File: src/rtl/uart_pkg.sv
// Shared UART constants and the tx feeder state encoding.
// Pure declarations: no latency or backpressure of its own.
package uart_pkg;

    localparam int UART_DATA_W         = 8;
    localparam int DEFAULT_FIFO_DEPTH  = 16;
    localparam int DEFAULT_ACK_TIMEOUT = 64;

    typedef enum logic [1:0] {
        IDLE,
        START,
        BUSY
    } feed_state_e;

endpackage

File: src/rtl/uart_byte_fifo.sv
// Circular byte FIFO with registered occupancy; a push is visible in count one edge later.
// Backpressure: a push while full is discarded and latches the sticky overflow flag.
module uart_byte_fifo
    import uart_pkg::*;
#(
    parameter int DEPTH  = DEFAULT_FIFO_DEPTH,
    parameter int DATA_W = UART_DATA_W
) (
    input  logic                    clk,
    input  logic                    rst,
    input  logic                    push_i,
    input  logic [DATA_W-1:0]       push_data_i,
    input  logic                    pop_i,
    output logic [DATA_W-1:0]       head_o,
    output logic [$clog2(DEPTH):0]  count_o,
    output logic                    full_o,
    output logic                    empty_o,
    output logic                    overflow_o
);

    localparam int PW = $clog2(DEPTH);
    localparam int CW = PW + 1;

    logic [DATA_W-1:0] mem_q [DEPTH];
    logic [PW-1:0]     wr_ptr_q, wr_ptr_d;
    logic [PW-1:0]     rd_ptr_q, rd_ptr_d;
    logic [CW-1:0]     count_q, count_d;
    logic              overflow_q, overflow_d;
    logic              push_ok, pop_ok;

    assign full_o     = (count_q == CW'(DEPTH));
    assign empty_o    = (count_q == '0);
    assign count_o    = count_q;
    assign overflow_o = overflow_q;
    assign head_o     = mem_q[rd_ptr_q];

    // Acceptance uses the registered full flag, so a same-cycle pop cannot rescue a write.
    assign push_ok = push_i && !full_o;
    assign pop_ok  = pop_i && !empty_o;

    always_comb begin
        wr_ptr_d   = wr_ptr_q;
        rd_ptr_d   = rd_ptr_q;
        count_d    = count_q;
        overflow_d = overflow_q;
        if (push_ok) begin
            wr_ptr_d = wr_ptr_q + PW'(1);
        end
        if (pop_ok) begin
            rd_ptr_d = rd_ptr_q + PW'(1);
        end
        if (push_i && full_o) begin
            overflow_d = 1'b1;
        end
        case ({push_ok, pop_ok})
            2'b10:   count_d = count_q + CW'(1);
            2'b01:   count_d = count_q - CW'(1);
            default: count_d = count_q;
        endcase
    end

    always_ff @(posedge clk or posedge rst) begin
        if (rst) begin
            wr_ptr_q   <= '0;
            rd_ptr_q   <= '0;
            count_q    <= '0;
            overflow_q <= 1'b0;
        end else begin
            wr_ptr_q   <= wr_ptr_d;
            rd_ptr_q   <= rd_ptr_d;
            count_q    <= count_d;
            overflow_q <= overflow_d;
        end
    end

    always_ff @(posedge clk) begin
        if (push_ok) begin
            mem_q[wr_ptr_q] <= push_data_i;
        end
    end

endmodule

File: src/rtl/uart_tx_feeder.sv
// Buffers producer bytes and sequences start/ready handshakes into the UART transmitter.
// Write-to-start latency 2 cycles; writes while full are dropped and flagged; unacked starts time out.
module uart_tx_feeder
    import uart_pkg::*;
#(
    parameter int DEPTH       = DEFAULT_FIFO_DEPTH,
    parameter int DATA_W      = UART_DATA_W,
    parameter int ACK_TIMEOUT = DEFAULT_ACK_TIMEOUT
) (
    input  logic                    clk,
    input  logic                    rst,
    input  logic [DATA_W-1:0]       wr_data,
    input  logic                    wr_en,
    output logic                    full,
    output logic                    empty,
    output logic [$clog2(DEPTH):0]  count,
    output logic                    overflow,
    output logic                    ack_err,
    output logic [DATA_W-1:0]       tx_data,
    output logic                    tx_start,
    input  logic                    tx_ready
);

    localparam int              TW       = $clog2(ACK_TIMEOUT + 1);
    localparam logic [TW-1:0]   TMO_LAST = TW'(ACK_TIMEOUT - 1);

    feed_state_e       state_q, state_d;
    logic [TW-1:0]     tmo_q, tmo_d;
    logic [DATA_W-1:0] tx_data_q, tx_data_d;
    logic              tx_start_q, tx_start_d;
    logic              ack_err_q, ack_err_d;
    logic              pop;
    logic [DATA_W-1:0] head;

    uart_byte_fifo #(
        .DEPTH  (DEPTH),
        .DATA_W (DATA_W)
    ) u_fifo (
        .clk         (clk),
        .rst         (rst),
        .push_i      (wr_en),
        .push_data_i (wr_data),
        .pop_i       (pop),
        .head_o      (head),
        .count_o     (count),
        .full_o      (full),
        .empty_o     (empty),
        .overflow_o  (overflow)
    );

    assign tx_data  = tx_data_q;
    assign tx_start = tx_start_q;
    assign ack_err  = ack_err_q;

    always_comb begin
        state_d    = state_q;
        tmo_d      = tmo_q;
        tx_data_d  = tx_data_q;
        tx_start_d = tx_start_q;
        ack_err_d  = ack_err_q;
        pop        = 1'b0;
        case (state_q)
            IDLE: begin
                tx_start_d = 1'b0;
                if (!empty && tx_ready) begin
                    tx_data_d  = head;
                    pop        = 1'b1;
                    tx_start_d = 1'b1;
                    tmo_d      = '0;
                    state_d    = START;
                end
            end
            START: begin
                if (!tx_ready) begin
                    tx_start_d = 1'b0;
                    state_d    = BUSY;
                end else if (tmo_q == TMO_LAST) begin
                    // Byte is abandoned rather than retried so a dead transmitter cannot stall the queue.
                    tx_start_d = 1'b0;
                    ack_err_d  = 1'b1;
                    state_d    = IDLE;
                end else begin
                    tmo_d = tmo_q + TW'(1);
                end
            end
            BUSY: begin
                if (tx_ready) begin
                    state_d = IDLE;
                end
            end
            default: begin
                tx_start_d = 1'b0;
                state_d    = IDLE;
            end
        endcase
    end

    always_ff @(posedge clk or posedge rst) begin
        if (rst) begin
            state_q    <= IDLE;
            tmo_q      <= '0;
            tx_data_q  <= '0;
            tx_start_q <= 1'b0;
            ack_err_q  <= 1'b0;
        end else begin
            state_q    <= state_d;
            tmo_q      <= tmo_d;
            tx_data_q  <= tx_data_d;
            tx_start_q <= tx_start_d;
            ack_err_q  <= ack_err_d;
        end
    end

endmodule

File: config.mk
export PLATFORM = sky130hd
export DESIGN_NAME = uart_tx_feeder
export DESIGN_NICKNAME = d
export VERILOG_FILES = /design/src/rtl/uart_pkg.sv /design/src/rtl/uart_byte_fifo.sv /design/src/rtl/uart_tx_feeder.sv
export SDC_FILE = /design/constraint.sdc
export NUM_CORES = 1
export LEC_CHECK = 0
export CAP_MARGIN = 0
export CELL_PAD_IN_SITES_DETAIL_PLACEMENT = 1
export CELL_PAD_IN_SITES_GLOBAL_PLACEMENT = 1
export CORE_UTILIZATION = 55
export CTS_CLUSTER_DIAMETER = 50
export DETAILED_ROUTE_END_ITERATION = 10
export PLACE_DENSITY_LB_ADDON = 0.12
export SKIP_CTS_REPAIR_TIMING = 1
export SLEW_MARGIN = 20
export SYNTH_ARGS = -nofsm -noshare
export SYNTH_HDL_FRONTEND = slang
export SYNTH_SLANG_ARGS = --single-unit
File: constraint.sdc
create_clock -name clk -period 4.9 [get_ports clk]
set_input_delay 0.49 -clock clk [delete_from_list [all_inputs] [get_ports clk]]
set_output_delay 0.49 -clock clk [all_outputs]
set_load 0.01 [all_outputs]
Yosys cells after proc, flatten, opt, wreduce, memory -nomap -nowiden. Memories as Yosys holds them, arrays and structs flattened. A register that Yosys moved wholly into a read port is not among the register bits. Cells that the tools add are included.

Memories: 1. Memory bits (writable): 128. Flip-flop bits (word level): 25. Input bits: 12.

Memories: u_fifo.mem_q (words 16, bits a word 8, read ports 1, clocked after Yosys merged registers in 1, wr ports 1, RTL line uart_byte_fifo.sv:24) `logic [DATA_W-1:0] mem_q [DEPTH];`.

Bitwise operators: 1. Reduce and logical (&&, ||, !) cells: 15. Add/subtract/negate cells: 5. Multiplexer cells: 17. Eq/ne operators: 11.

Operators with widths (number): two-way mux 7 bit (3); one-hot mux 7 bit (2 select lines) (1); one-hot mux 5 bit (2 select lines) (1); adder 4 x 1 -> 4 bit (second input constant) (2); two-way mux 2 bit (4); inequality test 2 bit (second input constant) (4); adder 7 x 1 -> 7 bit (second input constant) (1); == test 7 x 6 -> 1 bit (second input constant) (1); two-way mux 1 bit (6); one-hot mux 2 bit (3 select lines) (1); AND reduction 3 bit (2); adder 5 x 1 -> 5 bit (second input constant) (1); == test 5 bit (second input constant) (1); logical NOT 5 bit (1); subtractor 5 x 1 -> 5 bit (second input constant) (1); == test 2 x 1 -> 1 bit (second input constant) (2); == test 2 bit (second input constant) (2); logical AND 1 bit (4); AND reduction 2 bit (2); AND reduction 4 bit (1); nonzero test 2 bit (2); inequality test 3 bit (second input constant) (1); one-hot mux 1 bit (3 select lines) (1); logical NOT 1 bit (2); 2 further kinds (2).

Logic depth before layout (Yosys ltp). Gate-level depths: netlist of run 1.

Depth in word-level cells: 8. Gate-level depth with buffers: 9. Depth with buffers taken out: 9.

By module. From an unflattened synthesis of run 1, not the netlist that was laid out.

Cells, all modules: 426. Area total of the unflattened synthesis: 6729.0 um^2.

By module, submodules not included: uart_byte_fifo (seq. area each 4194.0 um^2, instances 1, area each 5829.3 um^2, cells an instance 335); uart_tx_feeder (seq. area each 475.5 um^2, instances 1, area each 899.6 um^2, cells an instance 91).

Worst setup path after synthesis of run 1. OpenSTA, ideal clock, no wires.

Path type: reg2reg. Start point: reg u_fifo.count_q[1] (netlist: u_fifo.count_o[1]). End point: reg u_fifo.count_q[4] (netlist: u_fifo.count_o[4]). Setup slack: 2.233 ns. Setup time: 0.080 ns. Required time: 4.820 ns. Arrival: 2.587 ns. Cell stages (with the launch flop): 10. Buffers on the path: 0. Clock period less this slack: 2.667 ns. Path through: dfrtp_1 -> or4_4 -> o21ai_2 -> inv_2 -> ha_1 -> fa_1 -> a21o_1 -> a21oi_1 -> mux2i_1 -> xnor2_1.

Longest elaborated chain between the ends: 8. Elaborated cells between the ends (all ways): 15. Classes of those cells: add/sub (2); eq/ne (3); mux (3); reduce/logical (7).

RTL lines: from (decl) (RTL line uart_byte_fifo.sv:27) `logic [CW-1:0] count_q, count_d;`; from (signal assigned) (RTL line uart_byte_fifo.sv:71) `count_q <= count_d;`; logical NOT 5 bit (*) (RTL line uart_byte_fifo.sv:32) `assign empty_o = (count_q == '0);`; logical NOT 1 bit (*) (RTL line uart_byte_fifo.sv:39, uart_tx_feeder.sv:65); logical AND 1 bit (RTL line uart_tx_feeder.sv:65) `if (!empty && tx_ready) begin`; two-way mux 1 bit (RTL line uart_tx_feeder.sv:65); two-way mux 1 bit (RTL line uart_tx_feeder.sv:62) `case (state_q)`; logical AND 1 bit (*) (RTL line uart_byte_fifo.sv:39) `assign pop_ok = pop_i && !empty_o;`; via u_fifo.pop_ok (RTL line uart_byte_fifo.sv:29) `logic push_ok, pop_ok;`; == test 2 x 1 -> 1 bit / == test 2 bit (equally long branches) (RTL line uart_byte_fifo.sv:55) `case ({push_ok, pop_ok})`; one-hot mux 5 bit (2 select lines) / nonzero test 2 bit (equally long branches).

Mark *: on every way through the listed nets, which the timed path passes. The rest lies on a longest branch. A chain may end at the register's enable or synchronous reset.

Worst setup path in the final report of run 1. Same ends and word-level chain as after synthesis.

==> summary.md, run 1 <==
| Metric | Value |
|---|---|
| Status | finished, violations left |
| Failing checks | design-rule violations |
| WHS | 471.1 ps |
| Fin crit share | 67.04% |
| Slew HR | 34.73% |
| Most frequent cell after synthesis | edfxtp_1 |
| Fmax | 304.4 MHz |
| Yosys top cell by area | edfxtp_1 |
| Area Growth Syn to Fin | 16.94% |
| Io pins | 30 |
| Initial antenna violation count | 0 |
| Reg2reg end | u_fifo.count_o[4] |
| Vias per inst | 6.185 |
| Buffers on Ports | 29 |
| Final slew viol count | 0 |
| CTS sink cnt | 161 |
| Crit path arrival time | 3620 ps |
| Row count | 39 |
| Detailed placement HPWL | 8781 µm |
| Lkg Pwr | 2.679 nW |
| Placed inst area | 6957 µm² |
| Nets | 424 |
| Final Skew | 8.871 ps |
| Number of global-route vias before repair | 3673 |
| Routability cong. | 0.7875 |
| Post-route ant nets | 0 |
| Worst Hold Path Cells | 1 |
| Syn Inst Count | 364 |
| Synth top cells by count | edfxtp_1 (128), dfrtp_1 (33), mux4_2 (32), nand2_1 (28), mux2i_1 (19) |
| Fillers | 988 |
| Final setup violation count | 0 |
| Post-synth top area share | 58.87% |
| Drt first pass iters | 7 |
| Data required, critical path | 5240 ps |
| Sequential area share after synthesis | 71.52% |
| Total track usage | 25.78% |
| First-pass GRT wire length | 22350 µm |
| Post-synth EDFFs | 128 |
| Die area | 12310 µm² |
| Largest net degree at the start of global routing | 34 |
| Final instance area | 7635 µm² |
| Reg2Reg Depth | 9 |
| Pwr dens | 608.6 nW/µm² |
| Die height | 111.0 µm |
| Min-delay src | u_fifo.overflow_o |
| GRT overflow | 0 |
| Setup TNS | 0 ps |
| Fin crit period | 3285 ps |
| FFs w/ async S/R, synth | 20.50% |
| Starting Density | 56.69% |
| Die X-Extent | 111.0 µm |
| N_diodes | 0 |
| Worst setup path class | flip-flop to flip-flop |
| M3 GR Usage | 7.436% |
| DRT iter0 DRCs | 310 |
| CTS tree | built |
| Max-Cap Viols | 0 |
| Mapped cell area | 6529 µm² |
| RSZ-0062 raised after global routing | false |
| GR peak layer | met2 |
| FF+latch count, synth | 161 |
| Drt drc | 8 |
| H-tree depth | 4 |
| WHS Endpoint | u_fifo.overflow_o |
| Wirelength, routed | 14530 µm |
| Syn nets | 387 |
| WL/cell | 26.08 µm |
| Crit start category | flip-flop |
| Synth Flop Type | edfxtp_1 |
| YS warnings | 0 |
| Slew @ Worst Pin | 975.5 ps |
| Grt met2 use | 41.05% |
| Clock slew at reported path FFs | 60 ps |
| Synth top area cells | edfxtp_1 (59%), dfrtp_1 (13%), mux4_2 (11%) |
| Critical-path maximum fanout | 11 |
| CTS Buf Count | 17 |
| GR Layer Usage met1 | 34.42% |
| Hold WC Path Type | flip-flop to flip-flop |
| Share of cells above drive strength 1 | 19.08% |
| Clk root buf | clkbuf_16 |
| Pwr Total | 0.004647 W |
| VDD IR max | 0.5812 mV |
| R2r startpoint | u_fifo.count_o[1] |
| Via Count | 3445 |
| Max Root-Sink Buffers | 2 |
| Core ar. | 11520 µm² |
| Fin. Hold Viols | 0 |
| CP Capture Type | flip-flop |
| Mapped Avg Cell Area | 17.94 µm² |
| R2R setup slack | 1620 ps |
| Synth unique cells | 47 |
| Worst-Skew Late Latency | 420 ps |
## cell families (layout without fill, tap and decap cells)
kind of cell / count (synthesis) / in the layout / synth area share [%]
adder cells (fa/ha/maj): 11 / 11 / 2.223
XOR/XNOR: 10 / 10 / 1.342
flip-flops: 161 / 161 / 71.52
buffers and inverters: 27 / 77 / 1.935
multiplexers: 52 / 52 / 14.12
AO/OA/AOI/OAI: 32 / 32 / 3.642
AND/OR/NAND/NOR: 71 / 71 / 5.213
## flip-flops by register name, indices dropped and copies added (netlist names), 2 cells and up
signal           cells
tx_data              8
u_fifo.rd_ptr_q      4
u_fifo.wr_ptr_q      4
state_q              2
tmo_q                7
u_fifo.count_o       5
u_fifo.mem_q       128
## power by group
part / switching, W / total [W] / internal [W] / leakage [nW]
clock network: 0.000517 / 0.00152 / 0.00101 / 0.315
registers: 0.000312 / 0.00202 / 0.00170 / 1.57
logic: 0.000526 / 0.00111 / 0.000581 / 0.797
## final cells by class
| type | count | area, µm² | area share, % |
|---|---|---|---|
| clock inverters | 11 | 236.5 | 3.097 |
| clock buffers | 21 | 440.4 | 5.769 |
| well taps | 143 | 178.9 | 2.343 |
| repair buffers | 35 | 335.3 | 4.392 |
| multi-input cells | 176 | 1733 | 22.70 |
| inverters | 10 | 37.54 | 0.4916 |
| flip-flops and latches | 161 | 4673 | 61.21 |
## critical path, cell delays in order (launching register included)
cell	delay, ps
dfrtp_1	450
or4_4	610
o21ai_2	440
inv_2	200
ha_1	340
fa_1	440
a21o_1	180
a21oi_1	170
mux2i_1	240
xnor2_1	140
## cells in the final DEF, fill, tap and decap left out, drive strengths merged, types with 3 or more instances in the layout
cell type      count
edfxtp           128
dfrtp             33
mux4              32
clkdlybuf4s50     29
nand2             29
clkbuf            21
mux2i             19
nor2              17
ha                10
inv               10
xnor2              9
o221ai             8
bufinv             7
o21ai              7
buf                6
nor3               5
a21o               4
nand3              3
a31oi              3
clkinvlp           3
nand2b             3
## worst max-delay path by stage
| stage | startpoint | to | slack, ps | cells past startpoint |
|---|---|---|---|---|
| after CTS | u_fifo.count_o[1] | u_fifo.count_o[4] | 1610 | 9 |
| after detailed placement | u_fifo.count_o[1] | u_fifo.count_o[4] | 1650 | 9 |
| after global placement | u_fifo.count_o[1] | u_fifo.count_o[4] | 1750 | 9 |
| after floorplan | u_fifo.count_o[1] | u_fifo.count_o[4] | 2230 | 9 |
| after global routing | u_fifo.count_o[1] | u_fifo.count_o[4] | 1460 | 9 |
| final | u_fifo.count_o[1] | u_fifo.count_o[4] | 1620 | 9 |
## per-layer routing
layer,share of wire (%),vias up
met3,5.5,25
met1,43,1806
met4,1.9,0
met5,0,-
met2,50,119
li1,-,1495
## per-stage QoR
step | setup WS, ps | util, % | std cells
floorplan | 2233 | - | 364
global route | 1462 | 66.30 | 557
global placement | 1748 | 60.41 | 525
finish | 1615 | 66.30 | 557
CTS | 1614 | 66.29 | 557
detailed placement | 1649 | 60.41 | 525
Power figures use the tool's default switching activity.
==> run 2, diff against run 1 <==
--- a/config.mk
+++ b/config.mk
@@ -8,7 +8,7 @@
 export CAP_MARGIN = 0
 export CELL_PAD_IN_SITES_DETAIL_PLACEMENT = 1
 export CELL_PAD_IN_SITES_GLOBAL_PLACEMENT = 1
-export CORE_UTILIZATION = 55
+export CORE_UTILIZATION = 47
 export CTS_CLUSTER_DIAMETER = 50
 export DETAILED_ROUTE_END_ITERATION = 10
 export PLACE_DENSITY_LB_ADDON = 0.12
==> constraint.sdc (replaced) <==
create_clock -name clk -period 2.9 [get_ports clk]
set_input_delay 0.29 -clock clk [delete_from_list [all_inputs] [get_ports clk]]
set_output_delay 0.29 -clock clk [all_outputs]
set_load 0.01 [all_outputs]
==> run 2 against run 1 <==
Worst hold slack got worse by 290 ps. Register-to-register slack got worse by 1500 ps. Final cell count up 10%. Sequential share of layout area shrank 1.3 points. Via count decreased by 0.81%. Design area grew 2.0%. Non-clock buffer count rose by 25. Core utilization decreased by 8.2 points. Combinational power up 86%. Die area increased by 17%. Sequential power increased by 59%. Fmax rose by 19%. The run now ends clean.
==> summary.md, run 2 (same netlist as run 1, synthesis figures left out) <==
| Metric | Value |
|---|---|
| Met2 WL | 6568 µm (-8.8%) |
| Crit start category | flip-flop |
| Fin crit share | 95.05% (+28 points) |
| Drt drc | 0 (-8) |
| Pwr Total | 0.007518 W (+62%) |
| Clock slew at reported path FFs | 60 ps (about the same) |
| Fin. Hold Viols | 0 (unchanged) |
| WL/cell | 21.45 µm (-18%) |
| Slew HR | 53.80% (+19 points) |
| Largest net degree at the start of global routing | 34 (unchanged) |
| Fmax | 362.8 MHz (+19%) |
| Final slew viol count | 0 (unchanged) |
| Data required, critical path | 3240 ps (-2000 ps) |
| Die height | 119.9 µm (+8.0%) |
| CP Capture Type | flip-flop |
| First-pass GRT wire length | 21170 µm (-5.3%) |
| DR WL met3 | 448 µm (-44%) |
| Final Skew | 6.197 ps (-2.674 ps) |
| Via Count | 3417 (-0.81%) |
| Buffers on Ports | 29 (unchanged) |
| Final setup violation count | 0 (unchanged) |
| Met1 wire length | 5981 µm (-4.2%) |
| Placed inst area | 7197 µm² (+3.5%) |
| Clk root buf | clkbuf_16 |
| CTS Buf Count | 17 (unchanged) |
| Setup TNS | 0 ps (unchanged) |
| Die X-Extent | 119.9 µm (+8.0%) |
| H-tree depth | 4 (unchanged) |
| Layout Cells excl Fill | 615 (+10%) |
| Post-route ant nets | 0 (unchanged) |
| Max Root-Sink Buffers | 2 (unchanged) |
| Critical-path maximum fanout | 6 (-5) |
| Share of cells above drive strength 1 | 23.69% (+4.6 points) |
| Initial antenna violation count | 0 (unchanged) |
| VDD IR max | 0.4453 mV (-23%) |
| Placed instance count | 583 (+11%) |
| Hold WC Path Type | primary input to asynchronous set/reset pin |
| Most common cell after layout, fill and taps aside | edfxtp_1 |
| CTS tree | built |
| Final instance area | 7790 µm² (+2.0%) |
| Pwr dens | 965.1 nW/µm² (+59%) |
| Top reg by flops | u_fifo.mem_q |
| Most frequent cells in the layout | edfxtp_1 (128), mux4_2 (32), dfrtp_1 (32), buf_4 (30), clkdlybuf4s50_1 (29) |
| Max-Cap Viols | 0 (unchanged) |
| Detailed placement HPWL | 8855 µm (+0.84%) |
| Max reg flops | 128 (unchanged) |
| Area Growth Syn to Fin | 19.32% |
| Row count | 42 (+7.7%) |
| Core ar. | 13400 µm² (+16%) |
| Number of global-route vias before repair | 3721 (+1.3%) |
| Total track usage | 20.82% (-5.0 points) |
| GRT overflow | 0 (unchanged) |
| RSZ-0062 raised after global routing | false |
| Worst setup path class | flip-flop to flip-flop |
| Vias per inst | 5.556 (-10%) |
| Die area | 14370 µm² (+17%) |
| Lkg Pwr | 2.790 nW (+4.1%) |
| DRT iter0 DRCs | 198 (-36%) |
| Fillers | 1220 (+23%) |
| Status | complete, no violations |
| Wirelength, routed | 13190 µm (-9.2%) |
| Worst-Skew Late Latency | 420 ps (about the same) |
| N_diodes | 0 (unchanged) |
| Slew @ Worst Pin | 693.0 ps (-282.5 ps) |
| Crit path arrival time | 3090 ps (-530 ps) |
| CTS sink cnt | 161 (unchanged) |
| Nets | 449 (+5.9%) |
| Fin crit period | 2756 ps (-528.3 ps) |
| Routability cong. | 0.7520 (-4.5%) |
| Drt first pass iters | 4 (-3) |
| Reg2Reg Depth | 9 (unchanged) |
| Top Layer Used | met4 |
| Starting Density | 48.72% (-8.0 points) |
| Io pins | 30 (unchanged) |
-- run 2: routing by layer --
metal	track usage, %	vias to the layer above
met5	0	-
met4	7.500	0
met3	4.753	13
met2	32.84	55
met1	28.56	1800
li1	-	1549
-- run 2: where the power goes --
group	switching (W)	internal [W]	total [W]
clock	0.000878	0.00135	0.00223
combinational	0.000996	0.00108	0.00207
sequential	0.000335	0.00288	0.00321
total	0.00221	0.00531	0.00752
-- run 2: cell type report --
| cell class | instances | area [µm²] | share of cell area (%) |
|---|---|---|---|
| clock inverters | 13 | 160.2 | 2.056 |
| multi-input cells | 176 | 1733 | 22.25 |
| well taps | 176 | 220.2 | 2.827 |
| flip-flops and latches | 161 | 4671 | 59.96 |
| repair buffers | 60 | 535.5 | 6.874 |
| clock buffers | 19 | 432.9 | 5.557 |
| inverters | 10 | 37.54 | 0.4819 |
-- run 2: worst max-delay path: stages (launching register included) --
cell	delay [ps]
dfrtp_1	430
or4_4	560
o21ai_2	160
inv_2	60
ha_1	280
fa_1	440
a21o_1	180
a21oi_1	170
mux2i_1	250
xnor2_1	150
-- run 2: through the flow --
step	util [%]	hold slack [ps]	setup slack, ps
floorplan	-	356.4	233.0
global placement	53.71	439.3	230.8
detailed placement	53.71	447.1	153.7
CTS	58.13	185.4	120.2
global route	58.13	215.3	46.71
finish	58.13	182.2	143.6
-- run 2: path summary, 6_finish.rpt --
| check | startpoint | end | slack [ps] |
|---|---|---|---|
| hold / removal | rst | u_fifo.wr_ptr_q[3] | 180 |
| setup reg to reg | u_fifo.count_o[2] | u_fifo.count_o[4] | 140 |
| hold reg to reg | u_fifo.overflow_o | u_fifo.overflow_o | 450 |
| min in group clk | u_fifo.overflow_o | u_fifo.overflow_o | 450 |
| setup / recovery | u_fifo.count_o[2] | u_fifo.count_o[4] | 140 |
| max in group asynchronous | rst | u_fifo.rd_ptr_q[1] | 1980 |
